## src/rtl/snake_head_stepper.sv

```systemverilog
// ---------------------------------------------------------------------------
// snake_head_stepper
//
// Moves the snake head one grid cell every TICK_DIV enabled clock cycles.
// It presents each new position to a downstream draw unit with a
// valid/ready handshake. A reversing direction request (for example
// left -> right) is ignored, so the snake cannot run back into its own neck.
//
// Build option:
//   SNAKE_WRAP_EN  defined   : moves off one edge reappear on the opposite
//                              edge; collide is tied low and HALT is never
//                              entered.
//                  undefined : a move that would leave the grid freezes the
//                              head, sets collide and parks the FSM in HALT
//                              until reset.
//
// Ports:
//   clk         in   system clock, rising edge
//   reset_n     in   asynchronous active-low reset
//   dir_in[2:0] in   requested direction (bit2=1 vertical: bit1 0=up 1=down;
//                    bit2=0 horizontal: bit0 0=left 1=right)
//   enable      in   run/pause for the step tick counter
//   head_ready  in   draw unit accepts the presented head position
//   head_x[7:0] out  head column
//   head_y[6:0] out  head row
//   head_valid  out  new head position presented, held until accepted
//   cur_dir[2:0]out  direction in effect
//   collide     out  sticky edge-collision flag
// ---------------------------------------------------------------------------
module snake_head_stepper #(
  parameter int GRID_W   = 160,
  parameter int GRID_H   = 120,
  parameter int TICK_DIV = 5000000
) (
  input  logic       clk,
  input  logic       reset_n,
  input  logic [2:0] dir_in,
  input  logic       enable,
  input  logic       head_ready,
  output logic [7:0] head_x,
  output logic [6:0] head_y,
  output logic       head_valid,
  output logic [2:0] cur_dir,
  output logic       collide
);

  localparam logic [1:0] S_WAIT    = 2'd0;
  localparam logic [1:0] S_STEP    = 2'd1;
  localparam logic [1:0] S_PRESENT = 2'd2;
  localparam logic [1:0] S_HALT    = 2'd3;

  localparam logic [7:0]  X_RESET   = 8'(GRID_W / 2);
  localparam logic [6:0]  Y_RESET   = 7'(GRID_H / 2);
  localparam logic [7:0]  X_MAX     = 8'(GRID_W - 1);
  localparam logic [6:0]  Y_MAX     = 7'(GRID_H - 1);
  localparam logic [31:0] TICK_LAST = 32'(TICK_DIV - 1);

`ifdef SNAKE_WRAP_EN
  localparam bit WRAP = 1'b1;
`else
  localparam bit WRAP = 1'b0;
`endif

  logic [1:0]  state_q, state_d;
  logic [31:0] cnt_q, cnt_d;
  logic [7:0]  x_q, x_d;
  logic [6:0]  y_q, y_d;
  logic [2:0]  dir_q, dir_d;
  logic        collide_q, collide_d;

  logic [2:0]  dir_sel;
  logic        reversal;
  logic [7:0]  move_x;
  logic [6:0]  move_y;
  logic        off_grid;

  // A request on the same axis as the current heading with the opposite
  // sense would reverse the snake; keep the current heading in that case.
  always_comb begin
    reversal = 1'b0;
    if (dir_in[2] == dir_q[2]) begin
      if (dir_in[2])
        reversal = (dir_in[1] != dir_q[1]);
      else
        reversal = (dir_in[0] != dir_q[0]);
    end
    dir_sel = reversal ? dir_q : dir_in;
  end

  // Candidate position one cell along dir_sel. An edge crossing either
  // wraps or, without wrap, keeps the head in place and flags off_grid.
  always_comb begin
    move_x   = x_q;
    move_y   = y_q;
    off_grid = 1'b0;
    if (dir_sel[2]) begin
      if (dir_sel[1]) begin
        if (y_q == Y_MAX) begin
          if (WRAP) move_y = 7'd0;
          else      off_grid = 1'b1;
        end else begin
          move_y = y_q + 7'd1;
        end
      end else begin
        if (y_q == 7'd0) begin
          if (WRAP) move_y = Y_MAX;
          else      off_grid = 1'b1;
        end else begin
          move_y = y_q - 7'd1;
        end
      end
    end else begin
      if (dir_sel[0]) begin
        if (x_q == X_MAX) begin
          if (WRAP) move_x = 8'd0;
          else      off_grid = 1'b1;
        end else begin
          move_x = x_q + 8'd1;
        end
      end else begin
        if (x_q == 8'd0) begin
          if (WRAP) move_x = X_MAX;
          else      off_grid = 1'b1;
        end else begin
          move_x = x_q - 8'd1;
        end
      end
    end
  end

  // The tick counter only runs in WAIT. STEP and PRESENT hold it at zero,
  // so a slow draw unit stretches the step period and no step is queued.
  always_comb begin
    state_d   = state_q;
    cnt_d     = cnt_q;
    x_d       = x_q;
    y_d       = y_q;
    dir_d     = dir_q;
    collide_d = collide_q;
    case (state_q)
      S_WAIT: begin
        if (enable) begin
          if (cnt_q == TICK_LAST) begin
            cnt_d   = 32'd0;
            state_d = S_STEP;
          end else begin
            cnt_d = cnt_q + 32'd1;
          end
        end
      end
      S_STEP: begin
        cnt_d = 32'd0;
        dir_d = dir_sel;
        if (off_grid) begin
          collide_d = 1'b1;
          state_d   = S_HALT;
        end else begin
          x_d     = move_x;
          y_d     = move_y;
          state_d = S_PRESENT;
        end
      end
      S_PRESENT: begin
        cnt_d = 32'd0;
        if (head_ready) state_d = S_WAIT;
      end
      default: begin
        cnt_d = 32'd0;
      end
    endcase
  end

  always_ff @(posedge clk or negedge reset_n) begin
    if (!reset_n) begin
      state_q   <= S_WAIT;
      cnt_q     <= 32'd0;
      x_q       <= X_RESET;
      y_q       <= Y_RESET;
      dir_q     <= 3'b000;
      collide_q <= 1'b0;
    end else begin
      state_q   <= state_d;
      cnt_q     <= cnt_d;
      x_q       <= x_d;
      y_q       <= y_d;
      dir_q     <= dir_d;
      collide_q <= collide_d;
    end
  end

  assign head_x     = x_q;
  assign head_y     = y_q;
  assign cur_dir    = dir_q;
  // Decoded straight from the state register so reset clears it at once.
  assign head_valid = (state_q == S_PRESENT);
`ifdef SNAKE_WRAP_EN
  assign collide    = 1'b0;
`else
  assign collide    = collide_q;
`endif

endmodule

```

## config.mk

```make
export PLATFORM = sky130hd
export DESIGN_NAME = snake_head_stepper
export DESIGN_NICKNAME = d
export VERILOG_FILES = /design/src/rtl/snake_head_stepper.sv
export SDC_FILE = /design/constraint.sdc
export NUM_CORES = 1
export LEC_CHECK = 0
export ABC_AREA = 1
export CORE_MARGIN = 5
export CORE_UTILIZATION = 40
export DETAILED_ROUTE_END_ITERATION = 8
export PLACE_DENSITY = 0.65
export SLEW_MARGIN = 20
export SYNTH_ARGS = -nofsm -noshare
export SYNTH_HDL_FRONTEND = slang
export SYNTH_SLANG_ARGS = --single-unit
export TNS_END_PERCENT = 1
```

## constraint.sdc

```tcl
create_clock -name clk -period 3.7 [get_ports clk]
set_input_delay 0.37 -clock clk [delete_from_list [all_inputs] [get_ports clk]]
set_output_delay 0.37 -clock clk [all_outputs]
set_load 0.005 [all_outputs]
```

==> impl_metrics.toml, run 1 <==
[run_status]
status = "finished, final reports clean"

[floorplan]
io_pins = 27
die_area_sq_mm = 0.01103
core_area_sq_mm = 0.008763
die_w_um = 105.0
start_util = 0.4122
rows = 34
die_h_um = 105.0

[placed_design]
place_area_sq_mm = 0.003956
numPortBuffers = 26
hpwl_um = 6403
place_congestion = 0.8823

[logic_synthesis]
ys_ff_latch = 53
syn_area_sq_mm = 0.003612
synth_warnings = 0
netlist_instances = 504
avgSynthCellArea_sq_um = 7.167
ys_types = 39
ys.flop_type = "dfrtp_1"
synth-edff-count = 0
seq_area_frac_synth = 0.3692
synthArstFlopShare = 1.000
syn-num-nets = 517

[global_routing]
grt_pass1_vias = 3244
grt_pass1_wl_um = 14730
grtUsageTotal = 0.1567
grt.overflow.total = 0
grt_start_max_net_pins = 39
antenna_found_initial = 0

[drt]
viasPerCell = 5.218
vias = 3345
drtIter0Drc = 124
dr.pass1.iters = 4
post_drt_wl_per_cell_um = 13.00
routed_wl_um = 8335
ant_nets = 0
drc = 0

[cts]
cts_tree = "yes"
clk_latency_ns = 0.31
clkSinkCount = 53
clkTransAtPathRegs_ns = 0.10
cts.path.max_buffers = 2
hold_buffers = 0
cts_resized = 0
postCtsSetupBuffers = 0
cts_root_buf = "clkbuf_8"
htreeDepth = 2
cts_buffers = 5

[sta]
max_freq_mhz = 434.0
finalSetupTns_ns = 0
clock_skew_ns = 0.009073
period_needed_ns = 2.304
worst_pin_slew_ns = 0.8420
hold_viol_final = 0
period_share = 0.6228
fin_hold_ws_ns = 0.1520
slew_headroom = 0.4387
slew_violations = 0
setup_viol = 0
rsz0062_at_grt = "false"

[pwr]
power_density_mw_per_mm2 = 287.0
sw_frac_of_total = 0.2589
p_comb_frac = 0.121
internal_power_uw = 867.2
p_leak_uw = 0.001875
peakVddDrop_v = 0.0002330
power_uw = 1170
pwr-share-clk = 0.361
p_switching_uw = 302.9
seqPwrFrac = 0.517

[worst_setup_path]
rr_endpoint = "head_x[6]"
cp_common_cell = "nand2_1"
rr_worst_depth = 17
cp_slowest_cell = "clkdlybuf4s50_1"
critical_path.startpoint_type = "primary input"
critPathMaxFanout = 14
rrSetupSlack_ns = 1.56
rr_startpoint = "cur_dir[2]"
cp.arrival_ns = 2.57
path_cells = "clkdlybuf4s50_1 -> nor2_1 -> nand3_2 -> nand2_4 -> nand2_4 -> nand2_4 -> xnor2_1 -> inv_1 -> ha_1 -> inv_1 -> nand2_2 -> nand2_2 -> nor2_2 -> nand2_1 -> nand2_1 -> nand2_1 -> nand3_1 -> nand2_1"
endpoint_kind = "flip-flop"
required_ns = 3.96
slowest_delay_ns = 0.49
path_class = "in -> reg"

[final_layout]
diodes = 0
final_net_count = 545
utilization = 0.4652
syn_to_final_growth_pct = 12.85
drive_above_1_share = 0.09944
fin_area_sq_mm = 0.004076

[min_path]
hold_path_class = "in -> async"

[flow_run]
cap_violations = 0
-- metrics by stage --
stage	setup WS [ns]	cells
after floorplan	1.784	504
after global placement	1.163	633
after detailed placement	1.065	633
after CTS	1.399	641
after global routing	1.136	641
final	1.396	641
-- final cells by class --
class / instances / area (sq um)
clock inverter: 2 / 37.54
inverter: 75 / 281.5
timing repair buffer: 28 / 270.3
sequential: 53 / 1334
tap: 108 / 135.1
multi-input combinational: 369 / 1936
fill: 882 / 4687
clock buffer: 6 / 82.58
-- synth_stat cells, types with 6 or more instances --
library cell / count / area (sq um)
nand2_1: 114 / 427.9
inv_1: 67 / 251.5
nor2_1: 56 / 210.2
nand3_1: 51 / 255.2
dfrtp_1: 47 / 1176
nor3_1: 25 / 125.1
o21ai_0: 21 / 105.1
nand4_1: 20 / 125.1
xor2_1: 14 / 122.6
a21oi_1: 9 / 45.04
inv_2: 8 / 30.03
nand2_2: 7 / 43.79
dfstp_2: 6 / 157.7
ha_1: 6 / 75.07
xnor2_1: 6 / 52.55
-- worst max-delay path: cells and delay by family --
family	cells	cell delay [ns]
xor gates and xnor gates	1	0.14
adders and majority gates	1	0.17
buffers and inverters	3	0.63
and+or+nand+nor	13	1.26
-- layer usage --
metal  wire (um)  global-route usage
met1        3844              0.2028
met2        3986              0.2644
met3         354             0.02589
met4         149             0.05388
met5           0                   0
-- flip-flops by register name (all words and copies together), names as in the netlist --
signal,flops
cnt_q,32
head_x,8
head_y,7
cur_dir,3
state_q,2
collide,1
-- how the worst max path moves through the flow --
stage                     startpoint        end  slack, ns  cells past startpoint
after floorplan           cur_dir[2]  head_x[6]       1.78                     17
after global placement     dir_in[2]  head_y[6]       1.16                     18
after detailed placement   dir_in[2]  head_x[6]       1.07                     18
after CTS                  dir_in[2]  head_x[6]       1.40                     18
after global routing       dir_in[2]  head_y[6]       1.14                     19
final                      dir_in[2]  head_x[6]       1.40                     18
-- logic make-up (layout without fill, tap and decap cells) --
| kind of cell | count (synthesis) | in the layout | synth area share |
|---|---|---|---|
| AND/OR/NAND/NOR | 298 | 298 | 0.3907 |
| adder cells (fa/ha/maj) | 6 | 6 | 0.02078 |
| XOR/XNOR | 22 | 22 | 0.05750 |
| buffers and inverters | 82 | 111 | 0.09491 |
| multiplexers | 1 | 1 | 0.002771 |
| flip-flops | 53 | 53 | 0.3692 |
| AO/OA/AOI/OAI | 42 | 42 | 0.06408 |
-- power groups by stage --
stage	logic (uW)	clock network (uW)	registers (uW)
after floorplan	90.5	0	613
after global placement	140	0	616
after detailed placement	143	0	616
after CTS	143	437	605
after global routing	163	458	607
final	142	423	605
-- placed cells by master (no fill, tap or decap), types with 6 or more instances in the layout --
master             n
nand2_1          114
inv_1             67
nor2_1            56
nand3_1           51
dfrtp_1           47
nor3_1            25
clkdlybuf4s50_1   25
o21ai_0           21
nand4_1           20
xor2_1            14
a21oi_1            9
inv_2              8
nand2_2            7
xnor2_1            6
ha_1               6
clkbuf_8           6
dfstp_2            6
(Power assumes the default switching activity.)
==> run 2, diff against run 1 <==
clock period = 2.13 ns   (was 3.7 ns; I/O delays follow)
==> run 2 against run 1 <==
Sequential power is 74% higher. Utilization is 2.8 points higher. Die area stayed put. Total power is 72% higher. Via count is 1.6% higher. Design area is 5.9% higher. Non-clock buffer count is 28 higher. Register-to-register slack worse by 1.4 ns. Critical path type is now reg -> reg. Largest cell class unchanged. Highest routed layer unchanged.
==> impl_metrics.toml, run 2 (synthesized netlist as in run 1, its figures left out) <==
[worst_setup_path]
critPathMaxFanout = 4
critical_path.startpoint_type = "flip-flop"
rr_endpoint = "head_y[6]"
startpoint = "cur_dir[2]"
rr_worst_depth = 19
rrSetupSlack_ns = 0.17
cp.arrival_ns = 2.17
path_class = "reg -> reg"
required_ns = 2.34
endpoint_kind = "flip-flop"
endpoint = "head_y[6]"
rr_startpoint = "cur_dir[2]"

[pwr]
p_leak_uw = 0.002016
power_density_mw_per_mm2 = 467.2
peakVddDrop_v = 0.0002536
power_uw = 2017

[sta]
max_freq_mhz = 509.3
rsz0062_at_grt = "true"
hold_viol_final = 0
period_needed_ns = 1.964
period_share = 0.9219
slew_headroom = 0.5490
slew_violations = 0
finalSetupTns_ns = 0
worst_pin_slew_ns = 0.6765
setup_viol = 0
clock_skew_ns = 0.01302

[cts]
cts.path.max_buffers = 2
htreeDepth = 2
clkSinkCount = 53
cts_tree = "yes"
clk_latency_ns = 0.31
clkTransAtPathRegs_ns = 0.10
cts_buffers = 5
cts_root_buf = "clkbuf_8"

[final_layout]
regMostFlops = "cnt_q"
drive_above_1_share = 0.1551
largest_register_ff_count = 32
utilization = 0.4927
layout_commonest_cell = "nand2_1"
fin_cells = 669
syn_to_final_growth_pct = 19.54
diodes = 0
final_cell_mix = "112 x nand2_1, 66 x inv_1, 54 x nor2_1"
final_net_count = 573

[global_routing]
grtUsageTotal = 0.1526
antenna_found_initial = 0
grt_start_max_net_pins = 54
grt_pass1_vias = 3250
grt_pass1_wl_um = 14480
grt.overflow.total = 0

[drt]
drc = 0
post_drt_wl_per_cell_um = 12.47
ant_nets = 0
drtIter0Drc = 139
dr.pass1.iters = 4
vias = 3397
viasPerCell = 5.078
routed_wl_um = 8340

[floorplan]
die_h_um = 105.0
rows = 34
core_area_sq_mm = 0.008763
die_area_sq_mm = 0.01103
io_pins = 27
die_w_um = 105.0
start_util = 0.4122

[placed_design]
hpwl_um = 6441
numPortBuffers = 26
dp.cells = 659
place_congestion = 0.9003

[min_path]
hold_path_class = "in -> async"

[flow_run]
cap_violations = 0

[run_status]
status = "finished, final reports clean"
run 2: cell type report:
type | instances | area (sq um)
Timing Repair Buffer | 56 | 493.0
Clock inverter | 2 | 38.79
Clock buffer | 6 | 72.57
Sequential cell | 53 | 1334
Inverter | 75 | 281.5
Fill cell | 875 | 4446
Multi-Input combinational cell | 369 | 1963
Tap cell | 108 | 135.1
run 2: metrics by stage:
| stage | hold slack, ns | instance area [sq um] | setup WS, ns |
|---|---|---|---|
| global route | 0.1038 | 4318 | -0.03028 |
| finish | 0.02327 | 4318 | 0.1664 |
| global placement | 0.3943 | 4164 | -0.07722 |
| floorplan | -0.08259 | 3612 | 0.2135 |
| detailed placement | 0.4131 | 4164 | -0.2087 |
| CTS | 0.05794 | 4275 | 0.05956 |
run 2: metal layers:
layer  track usage  share of wire  vias up
li1              -              -     1743
met1        0.1938           0.48     1571
met2        0.2689           0.48       77
met3       0.02035          0.037        6
met4       0.04566         0.0094        0
met5             0              0        -
run 2: worst min path at each step:
| stage | endpoint | slack [ns] |
|---|---|---|
| floorplan | cnt_q[0] | -0.08 |
| global placement | cur_dir[1] | 0.39 |
| detailed placement | cur_dir[0] | 0.41 |
| CTS | cur_dir[0] | 0.06 |
| global route | cur_dir[0] | 0.10 |
| finish | cnt_q[2] | 0.02 |
run 2: power breakdown:
part / switching, uW / internal (uW)
clock network: 340 / 354
logic: 153 / 120
registers: 24.8 / 1030
total: 518 / 1500
run 2: worst max-delay path, cell delays in order, from the launching register on:
cell and delay, ns:
dfrtp_1 0.43, nor2_2 0.16, nand3_4 0.12, nand2_4 0.11, nand2_1 0.08, nand2_1 0.09, nand2_1 0.05, nand2_1 0.07
inv_1 0.04, ha_1 0.17, inv_1 0.05, nand2_1 0.04, inv_1 0.08, nor2_2 0.05, nand3_2 0.06, nand2_1 0.05
nand2_1 0.06, nand2_1 0.04, nand2_1 0.05, nand2_1 0.05
run 2: what timing repair did:
action	CTS	global route
resized for setup	0	8
buffers inserted	0	2
hold buffers	0	0
setup endpoints to repair	0	6
==> run 3, diff against run 2 <==
CTS_CLUSTER_SIZE = 40   (was unset)
clock period = 2.26 ns   (was 2.13 ns; I/O delays follow)
==> run 3 against run 2 <==
Cell count shrank 2.4%. Flip-flop and latch count is the same. Critical path type unchanged. Via count shrank 2.0%. Count of clock-buffer cells in the layout shrank 1. First-iteration DRC count grew 18%. Critical endpoint unchanged.
==> impl_metrics.toml, run 3 (synthesized netlist as in run 1, its figures left out) <==
[run_status]
status = "finished, final reports clean"

[pwr]
internal_power_uw = 1291
pwr-share-clk = 0.312
power_uw = 1794
seqPwrFrac = 0.552
peakVddDrop_v = 0.0002546
p_leak_uw = 0.001936
p_switching_uw = 503.0
sw_frac_of_total = 0.2805
power_density_mw_per_mm2 = 428.4
p_comb_frac = 0.136

[sta]
finalSetupTns_ns = 0
slew_headroom = 0.5657
max_freq_mhz = 490.5
slew_violations = 0
rsz0062_at_grt = "false"
clock_skew_ns = 0.01079
period_share = 0.9021
period_needed_ns = 2.039
setup_viol = 0
hold_viol_final = 0
worst_pin_slew_ns = 0.6514

[cts]
htreeDepth = 2
clkSinkCount = 53
clk_latency_ns = 0.31
cts.path.max_buffers = 2
cts_root_buf = "clkbuf_8"
cts_buffers = 5
clkTransAtPathRegs_ns = 0.11
cts_tree = "yes"

[drt]
routed_wl_um = 8525
drc = 0
post_drt_wl_per_cell_um = 13.06
viasPerCell = 5.100
dr.pass1.iters = 7
vias = 3330
ant_nets = 0
drtIter0Drc = 164

[final_layout]
largest_register_ff_count = 32
syn_to_final_growth_pct = 15.90
final_net_count = 557
diodes = 0
layout_commonest_cell = "nand2_1"
drive_above_1_share = 0.1211
utilization = 0.4777
final_cell_mix = "114 x nand2_1, 67 x inv_1, 56 x nor2_1"
regMostFlops = "cnt_q"
n_fill_cell = 873

[flow_run]
cap_violations = 0

[global_routing]
grt_start_max_net_pins = 28
grtUsageTotal = 0.1555
grt.overflow.total = 0
antenna_found_initial = 0
grt_pass1_wl_um = 14550
grt_pass1_vias = 3179

[worst_setup_path]
endpoint_kind = "flip-flop"
cp.arrival_ns = 2.26
critical_path.startpoint_type = "flip-flop"
crit_family = "simple AND/OR/NAND/NOR gates"
cp_slowest_cell = "dfrtp_1"
path_cells = "nor2_1 -> nand3_2 -> nand2_4 -> nand2_1 -> nand2_1 -> nand2_1 -> nand2_1 -> inv_1 -> ha_1 -> inv_1 -> nand2_1 -> inv_1 -> nor2_1 -> nand3_1 -> nand2_1 -> nand2_1 -> nand2_1 -> nand2_1 -> nand2_1"
required_ns = 2.48
path_class = "reg -> reg"
cp_common_cell = "nand2_1"
slowest_delay_ns = 0.42
worstPathBufferInverterCount = 3
critPathMaxFanout = 4

[placed_design]
numPortBuffers = 26
hpwl_um = 6508
place_congestion = 0.8956

[floorplan]
die_w_um = 105.0
start_util = 0.4122
io_pins = 27
die_area_sq_mm = 0.01103
core_area_sq_mm = 0.008763
die_h_um = 105.0
rows = 34

[min_path]
hold_path_class = "in -> async"
run 3: timing repair:
item                                    CTS  global route
gates resized for setup                   0             2
hold buffers                              1             0
endpoints found under the hold margin    21             0
endpoints found under the setup margin    0             2
setup buffers                             0             1
run 3: stage by stage:
stage	hold WS, ns	cells	area, sq um	setup slack, ns
after floorplan	-0.06959	504	3612	0.3435
after global placement	0.3010	643	4069	0.03382
after detailed placement	0.3098	643	4069	-0.09528
after CTS	0.4919	652	4169	0.1873
after global routing	0.5196	653	4187	0.003381
final	0.4797	653	4187	0.2213
run 3: power by group through the flow:
stage | logic [uW] | registers, uW | clock network, uW
finish | 243 | 990 | 560
global route | 275 | 994 | 618
CTS | 246 | 990 | 583
detailed placement | 244 | 1010 | 0
global placement | 239 | 1010 | 0
floorplan | 148 | 1000 | 0
run 3: layer usage:
| metal | global-route usage | share of wire | wire length, um | up-vias |
|---|---|---|---|---|
| met5 | 0 | 0 | 0 | - |
| met4 | 0.03744 | 0.011 | 93 | 0 |
| met3 | 0.02589 | 0.035 | 299 | 10 |
| met2 | 0.2671 | 0.48 | 4116 | 63 |
| met1 | 0.2038 | 0.47 | 4016 | 1547 |
| li1 | - | - | - | 1710 |
run 3: cell type report:
cell class                      count  area [sq um]  area share
Clock inverter                      3         21.27    0.005081
Tap cell                          108         135.1     0.03228
Timing Repair Buffer               40         400.4     0.09564
Clock buffer                        5         68.82     0.01644
Multi-Input combinational cell    369          1946      0.4647
Inverter                           75         281.5     0.06724
Sequential cell                    53          1334      0.3186
run 3: worst paths after layout:
kind	endpoint	start	slack [ns]	cells after the start
setup / recovery	head_y[6]	cur_dir[2]	0.22	19
hold / removal	cur_dir[1]	reset_n	0.48	2
setup reg to reg	head_y[6]	cur_dir[2]	0.22	19
hold reg to reg	collide	collide	0.51	2
max in group asynchronous	head_y[5]	reset_n	1.15	3
min in group clk	collide	collide	0.51	2
